--- src/rtl/dmem_arb_pkg.sv ---
// Shared types and constants for the data-memory arbiter.
// Define DMEM_ARB_DBG_EN to enable the debug/loader port; otherwise only the CPU is served.
package dmem_arb_pkg;

    typedef enum logic [1:0] {IDLE, BUSY, RESP} state_t;
    typedef enum logic {OWN_CPU, OWN_DBG} owner_t;

    localparam int WAIT_W = 4;

`ifdef DMEM_ARB_DBG_EN
    localparam bit DBG_EN = 1'b1;
`else
    localparam bit DBG_EN = 1'b0;
`endif

endpackage

--- src/rtl/dmem_arb_prio.sv ---
// Grant selection between CPU and DBG with a starvation counter for DBG.
// With DMEM_ARB_DBG_EN undefined the counter is absent and the CPU always owns the grant.
module dmem_arb_prio
    import dmem_arb_pkg::*;
#(
    parameter int STARVE_LIMIT = 4
) (
    input  logic   clk,
    input  logic   reset,
    input  logic   cpu_req,
    input  logic   dbg_req,
    input  logic   grant_strobe,
    output owner_t owner
);

`ifdef DMEM_ARB_DBG_EN
    localparam int CNT_W = $clog2(STARVE_LIMIT + 1);

    logic [CNT_W-1:0] starve_cnt_q, starve_cnt_d;
    logic             starved;

    assign starved = (starve_cnt_q == CNT_W'(STARVE_LIMIT));

    always_comb begin
        // NOTE: every output gets a default first, so no path through the block infers a latch.
        owner        = OWN_CPU;
        starve_cnt_d = starve_cnt_q;
        if (dbg_req && (!cpu_req || starved)) begin
            owner = OWN_DBG;
        end
        // The count only measures CPU wins while DBG is actually waiting.
        if (!dbg_req) begin
            starve_cnt_d = '0;
        end else if (grant_strobe) begin
            if (owner == OWN_DBG) begin
                starve_cnt_d = '0;
            end else if (!starved) begin
                starve_cnt_d = starve_cnt_q + 1'b1;
            end
        end
    end

    always_ff @(posedge clk) begin
        // NOTE: non-blocking assignments so every flop samples pre-edge values.
        if (reset) begin
            starve_cnt_q <= '0;
        end else begin
            starve_cnt_q <= starve_cnt_d;
        end
    end
`else
    logic unused_ok;

    assign owner     = OWN_CPU;
    assign unused_ok = ^{clk, reset, cpu_req, dbg_req, grant_strobe};
`endif

endmodule

--- src/rtl/dmem_arbiter.sv ---
// Shares the single-port data memory between the MEM stage (CPU) and a debug/loader port (DBG).
// The DBG port is live only when DMEM_ARB_DBG_EN is defined.
module dmem_arbiter
    import dmem_arb_pkg::*;
#(
    parameter int N            = 32,
    parameter int M            = 32,
    parameter int WAIT_STATES  = 0,
    parameter int STARVE_LIMIT = 4
) (
    input  logic         clk,
    input  logic         reset,
    input  logic         cpu_req,
    input  logic         cpu_we,
    input  logic [N-1:0] cpu_adr,
    input  logic [M-1:0] cpu_wdata,
    output logic [M-1:0] cpu_rdata,
    output logic         cpu_ack,
    output logic         cpu_stall,
    input  logic         dbg_req,
    input  logic         dbg_we,
    input  logic [N-1:0] dbg_adr,
    input  logic [M-1:0] dbg_wdata,
    output logic [M-1:0] dbg_rdata,
    output logic         dbg_ack,
    output logic         mem_we,
    output logic [N-1:0] mem_adr,
    output logic [M-1:0] mem_din,
    input  logic [M-1:0] mem_dout
);

    state_t            state_q, state_d;
    owner_t            owner_q, owner_d;
    owner_t            grant_owner;
    logic              we_q, we_d;
    logic [N-1:0]      adr_q, adr_d;
    logic [M-1:0]      wdata_q, wdata_d;
    logic [WAIT_W-1:0] wait_cnt_q, wait_cnt_d;
    logic [M-1:0]      cpu_rdata_q, cpu_rdata_d;
    logic [M-1:0]      dbg_rdata_q, dbg_rdata_d;
    logic              cpu_ack_q, cpu_ack_d;
    logic              dbg_ack_q, dbg_ack_d;
    logic              dbg_req_eff;
    logic              grant_strobe;
    logic              busy;
    logic              final_cycle;

    assign dbg_req_eff  = dbg_req & DBG_EN;
    assign grant_strobe = (state_q == IDLE) && (cpu_req || dbg_req_eff);
    assign busy         = (state_q == BUSY);
    assign final_cycle  = busy && (wait_cnt_q == '0);

    dmem_arb_prio #(
        .STARVE_LIMIT (STARVE_LIMIT)
    ) u_prio (
        .clk          (clk),
        .reset        (reset),
        .cpu_req      (cpu_req),
        .dbg_req      (dbg_req_eff),
        .grant_strobe (grant_strobe),
        .owner        (grant_owner)
    );

    always_comb begin
        state_d     = state_q;
        owner_d     = owner_q;
        we_d        = we_q;
        adr_d       = adr_q;
        wdata_d     = wdata_q;
        wait_cnt_d  = wait_cnt_q;
        cpu_rdata_d = cpu_rdata_q;
        dbg_rdata_d = dbg_rdata_q;
        cpu_ack_d   = 1'b0;
        dbg_ack_d   = 1'b0;
        case (state_q)
            IDLE: begin
                if (grant_strobe) begin
                    owner_d    = grant_owner;
                    wait_cnt_d = WAIT_W'(WAIT_STATES);
                    state_d    = BUSY;
                    if (grant_owner == OWN_DBG) begin
                        we_d    = dbg_we;
                        adr_d   = dbg_adr;
                        wdata_d = dbg_wdata;
                    end else begin
                        we_d    = cpu_we;
                        adr_d   = cpu_adr;
                        wdata_d = cpu_wdata;
                    end
                end
            end
            BUSY: begin
                if (wait_cnt_q != '0) begin
                    wait_cnt_d = wait_cnt_q - 1'b1;
                end else begin
                    // Final cycle: capture read data (also on writes) and raise ack for RESP.
                    state_d = RESP;
                    if (owner_q == OWN_DBG) begin
                        dbg_rdata_d = mem_dout;
                        dbg_ack_d   = 1'b1;
                    end else begin
                        cpu_rdata_d = mem_dout;
                        cpu_ack_d   = 1'b1;
                    end
                end
            end
            RESP:    state_d = IDLE;
            default: state_d = IDLE;
        endcase
    end

    always_ff @(posedge clk) begin
        if (reset) begin
            state_q     <= IDLE;
            owner_q     <= OWN_CPU;
            we_q        <= 1'b0;
            adr_q       <= '0;
            wdata_q     <= '0;
            wait_cnt_q  <= '0;
            cpu_rdata_q <= '0;
            dbg_rdata_q <= '0;
            cpu_ack_q   <= 1'b0;
            dbg_ack_q   <= 1'b0;
        end else begin
            state_q     <= state_d;
            owner_q     <= owner_d;
            we_q        <= we_d;
            adr_q       <= adr_d;
            wdata_q     <= wdata_d;
            wait_cnt_q  <= wait_cnt_d;
            cpu_rdata_q <= cpu_rdata_d;
            dbg_rdata_q <= dbg_rdata_d;
            cpu_ack_q   <= cpu_ack_d;
            dbg_ack_q   <= dbg_ack_d;
        end
    end

    // Memory side is quiet outside BUSY; the write strobe exists only in the final cycle.
    assign mem_we  = final_cycle & we_q;
    assign mem_adr = busy ? adr_q : '0;
    assign mem_din = busy ? wdata_q : '0;

    assign cpu_rdata = cpu_rdata_q;
    assign cpu_ack   = cpu_ack_q;
    assign cpu_stall = cpu_req & ~cpu_ack_q;
    assign dbg_rdata = dbg_rdata_q & {M{DBG_EN}};
    assign dbg_ack   = dbg_ack_q & DBG_EN;

endmodule

--- config.mk ---
export PLATFORM = sky130hd
export DESIGN_NAME = dmem_arbiter
export DESIGN_NICKNAME = d
export VERILOG_FILES = /design/src/rtl/dmem_arb_pkg.sv /design/src/rtl/dmem_arb_prio.sv /design/src/rtl/dmem_arbiter.sv
export SDC_FILE = /design/constraint.sdc
export NUM_CORES = 1
export LEC_CHECK = 0
export CORE_ASPECT_RATIO = 0.5
export CORE_MARGIN = 2
export CORE_UTILIZATION = 33
export CTS_CLUSTER_SIZE = 20
export DETAILED_ROUTE_END_ITERATION = 10
export GPL_ROUTABILITY_DRIVEN = 0
export GPL_TIMING_DRIVEN = 1
export HOLD_SLACK_MARGIN = 0.08
export PLACE_DENSITY = 0.79
export RECOVER_POWER = 100
export SLEW_MARGIN = 0
export SYNTH_ARGS = -nofsm -noshare
export SYNTH_HDL_FRONTEND = slang
export SYNTH_SLANG_ARGS = --single-unit
--- constraint.sdc ---
create_clock -name clk -period 1.5 [get_ports clk]
set_clock_uncertainty 0.05 [all_clocks]
set_input_delay 0.45 -clock clk [delete_from_list [all_inputs] [get_ports clk]]
set_output_delay 0.45 -clock clk [all_outputs]
set_load 0.02 [all_outputs]
# ---- Word level (Yosys, flattened, before mapping)
# Index checks and enable logic that the tools add are counted.
dict set report classes {
  n_mux 8
  n_reduce_logical 11
  n_addsub 1
  eq_ne 4
  bitwise 5
}
# operator count
set ops {}
lappend ops {{$mux W32} 2}
lappend ops {{$mux W4} 2}
lappend ops {{$pmux W4 S2} 1}
lappend ops {{$reduce_and A2 Y1} 3}
lappend ops {{$logic_not A4 Y1} 1}
lappend ops {{$mux W2} 2}
lappend ops {{$ne A2 B2 Y1 const B} 2}
lappend ops {{$pmux W2 S2} 1}
lappend ops {{$reduce_bool A4 Y1} 1}
lappend ops {{$sub A4 B1 Y4 const B} 1}
lappend ops {{$not A1 Y1} 3}
lappend ops {{$reduce_and A3 Y1} 1}
lappend ops {{$reduce_or A3 Y1} 1}
lappend ops {{$and A1 B1 Y1} 2}
lappend ops {{$eq A2 B1 Y1 const B} 1}
lappend ops {{$logic_and A1 B1 Y1} 2}
lappend ops {{$logic_not A2 Y1} 1}
lappend ops {{$ne A2 B1 Y1 const B} 1}
lappend ops {{$reduce_bool A2 Y1} 1}
dict set report totals {
  input_bits 166
  out_inout_bits 132
  reg_bits 104
}

# ---- Logic depth before layout (Yosys ltp)
dict set report depth {
  word_depth 4
  depth_mapped 7
}

# ---- By module
# A second synthesis with hierarchy kept.
dict set report hier_totals {
  hier_cells 586
  hier_area_um2 5131.2
}
# mod cells_each instances area_per_inst_um2
set by_module_without_submodules {}
lappend by_module_without_submodules {dmem_arbiter 584 1 5119.9}
lappend by_module_without_submodules {dmem_arb_prio 2 1 11.3}

# ---- Worst setup path before layout
# OpenSTA, ideal clock, no wires.
dict set report synth_path {
  path_type {reg-to-output}
  startpoint {register state_q[0]}
  endpoint {output port mem_adr[0]}
  slack_ps -214
  required_ps 1000
  stages_incl_launch_ff 6
  arrival_time_ps 1214
  cell_sequence {dfxtp_1 nor2b_1 buf_2 buf_4 buf_2 and2_1}
}
dict set report synth_via {
  elab_chain_len 2
}
# item line_no
set synth_lines {}
lappend synth_lines {{start: declaration} dmem_arbiter.sv:32} ;# state_t state_q, state_d;
lappend synth_lines {{start signal: assignment} dmem_arbiter.sv:125} ;# state_q <= state_d;
lappend synth_lines {{$eq A2 B1 Y1} dmem_arbiter.sv:50} ;# assign busy = (state_q == BUSY);
lappend synth_lines {{$mux W32} dmem_arbiter.sv:140} ;# assign mem_adr = busy ? adr_q : '0;
lappend synth_lines {{end: declaration} dmem_arbiter.sv:27} ;# output logic [N-1:0] mem_adr,
# No other way between the ends.

# ---- Final worst setup path
dict set report layout_path {
  startpoint {register state_q[0]}
  endpoint {output port mem_adr[25]}
}
# The elaborated chain is that of the path after synthesis.

==> impl_metrics.toml <==
[outcome]
status = "finished with violations"
violations = "negative setup slack"

[finish]
nets = 958
ff_latch_area_um2 = 2088
fillerInstances = 1113
n_antenna_cell = 0
multi_input_area_um2 = 2487
areaGrowthSynthToFinish_pct = 76.28
finalNonFillerCells = 971
drive_above_1_share_pct = 36.60

[clock_network]
root_buffer = "clkbuf_16"
clk_path_buf_depth = 2
cts_tree = "yes"
path_clk_slew_ps = 70
clock_latency_ps = 340
clock_sinks = 104
cts_buffers = 9
hold_buffers = 0
cts.htree.levels = 3

[die]
fp.dieH_um = 86.52
initial_core_util_pct = 33.45
die_area_um2 = 14630
row_count = 30
coreArea_um2 = 13440
fp.dieW_um = 169.0
ioPinCount = 298

[power_and_ir_drop]
peakVddDrop_uv = 815.2
p_leak_nw = 3.216
power_w = 0.01052
cellPowerDensity_nw_per_um2 = 1328

[grt]
grt_usage_pct = 19.59
grt_pass1_vias = 4443
overflow = 0
grt_max_degree = 35
grt_pass1_wl_mm = 22.71
antenna_found_initial = 0

[timing]
setup_viol = 104
layout_setup_ws_ps = -445.4
min_period_ps = 1945
maxSlewViolCount = 0
finalHoldWorstSlack_ps = 406.4
period_share_pct = 129.7
rsz0062_at_grt = "true"
setup_tns_ps = -32840
max_clock_freq_mhz = 514.0
hold_violations = 0

[routing]
wire_per_inst_um = 16.81
drt_iter0_markers = 332
drt-vias-per-instance = 4.858
drc_errors = 0
vias = 4717
wl_mm = 16.32
drtPass1Iterations = 4
postRouteAntennaNets = 0

[placement]
dp_slack_ps = -669.6
placed_cells = 929
hpwl_mm = 9.062
io_buffers = 198

[setup_path]
path_buf_inv = 3
critPathKind = "reg2out"
endpoint_kind = "output pin"
timing.rr.end = "cpu_rdata[27]"
crit_path_start_kind = "flop"
cp_data_required_time_ps = 1000
ff2ff_setup_slack_ps = -220
slowest_delay_ps = 330
worstPathArrival_ps = 1450
crit_top_cell = "buf_12"
setup.worst_path.start = "state_q[0]"
timing.rr.start = "wait_cnt_q[0]"
cp_slowest_cell = "dfxtp_2"
path_cells = "nor2b_4 > buf_12 > buf_12 > and2_2 > buf_6"
cp_max_fo = 14
rr_worst_depth = 8
crit_family = "buffers and inverters"

[synthesis]
synth_edf_count = 0
syn_inst = 572
syn_area_per_cell_um2 = 7.857
yosysUniqueCellTypes = 30
synth_seq_area_share_pct = 46.33
yosys_warnings = 0
synth.ff_latch_count = 104
ys.flop_type = "dfxtp_1"
async_flop_share_pct = 0
syn_area_um2 = 4494

[hold_path]
hold_path_startpoint = "adr_q[22]"
min_to = "adr_q[22]"
whs_path_depth = 2
hp-class = "reg2reg"

[job]
max_cap_viol_count = 0
registers in the layout, indices dropped and copies added, names as in the netlist:
name	flops
adr_q	32
cpu_rdata	32
wdata_q	32
wait_cnt_q	4
state_q	2
cpu_ack	1
we_q	1
report_power, final:
part	total [W]	switching [W]	internal [W]	leakage, nW
logic	0.00486	0.00250	0.00236	2.23
clock network	0.00231	0.00102	0.00130	0.134
registers	0.00335	0.000227	0.00312	0.853
total	0.0105	0.00374	0.00678	3.22
how the worst max path moves through the flow:
stage / end / cells past startpoint
floorplan: mem_adr[12] / 4
global placement: cpu_stall / 3
detailed placement: cpu_stall / 3
CTS: mem_we / 5
global route: mem_adr[25] / 5
finish: mem_adr[25] / 5
final cells by class:
| class | instances | share of cell area (%) |
|---|---|---|
| timing repair buffer | 255 | 35.80 |
| multi-input combinational | 418 | 31.40 |
| sequential | 104 | 26.36 |
| clock buffer | 13 | 3.032 |
| tap | 176 | 2.780 |
| clock inverter | 3 | 0.5370 |
| inverter | 2 | 0.09476 |
cell families after synthesis:
group / after synthesis / synth area share (%)
fa+ha+maj: 2 / 0.5567
buf+inv: 83 / 10.77
simple gates: 245 / 26.53
other cells: 1 / 0.08344
compound gates: 136 / 15.48
flops: 104 / 46.33
mux: 1 / 0.2505
metrics by stage:
stage | util [%] | instance area [um2]
3_3_place_gp | 50.90 | 6840
6_report | 58.96 | 7923
4_1_cts | 57.06 | 7667
5_1_grt | 58.96 | 7923
3_5_place_dp | 50.90 | 6840
2_1_floorplan | - | 4740
cell usage in the layout (no fill, tap or decap), types with 21 or more instances in the layout:
master	count
a21oi_1	94
and2_4	62
buf_4	22
buf_6	72
clkbuf_2	21
clkdlybuf4s50_1	97
conb_1	33
dfxtp_1	99
nand2_1	128
nand3_1	32
o21ai_2	26
layer usage:
layer  GRT usage, %  routed length [um]  vias up
li1               -                   -     2260
met1          22.73                6455     2253
met2          35.51                8500      170
met3          4.064                 945       34
met4          8.702                 417        0
met5              0                   0        -
cell usage after synthesis (all sizes together) (2+ instances only):
cell type,n,area [um2]
a21oi,99,495.5
ha,2,25.02
or3,2,12.51
o21ai,33,165.2
and2,64,400.4
dfxtp,104,2082
or3b,2,17.52
clkbuf,29,118.9
nand2,130,488.0
buf,52,357.8
nor2b,2,12.51
nand3,33,165.2
inv,2,7.510
nor3b,4,40.03
nor3,4,20.02
what timing repair did:
| action | CTS | global route |
|---|---|---|
| gates cloned | 7 | 10 |
| resized for setup | 572 | 73 |
| buffers inserted | 4 | 7 |
| setup endpoints to repair | 201 | 183 |
| pin swaps | 21 | 33 |
tightest hold or removal path, stage by stage (launching register included):
cell     delay, ps
dfxtp_1        310
nand2_1         50
a21oi_1         50
Power figures use the tool's default switching activity.
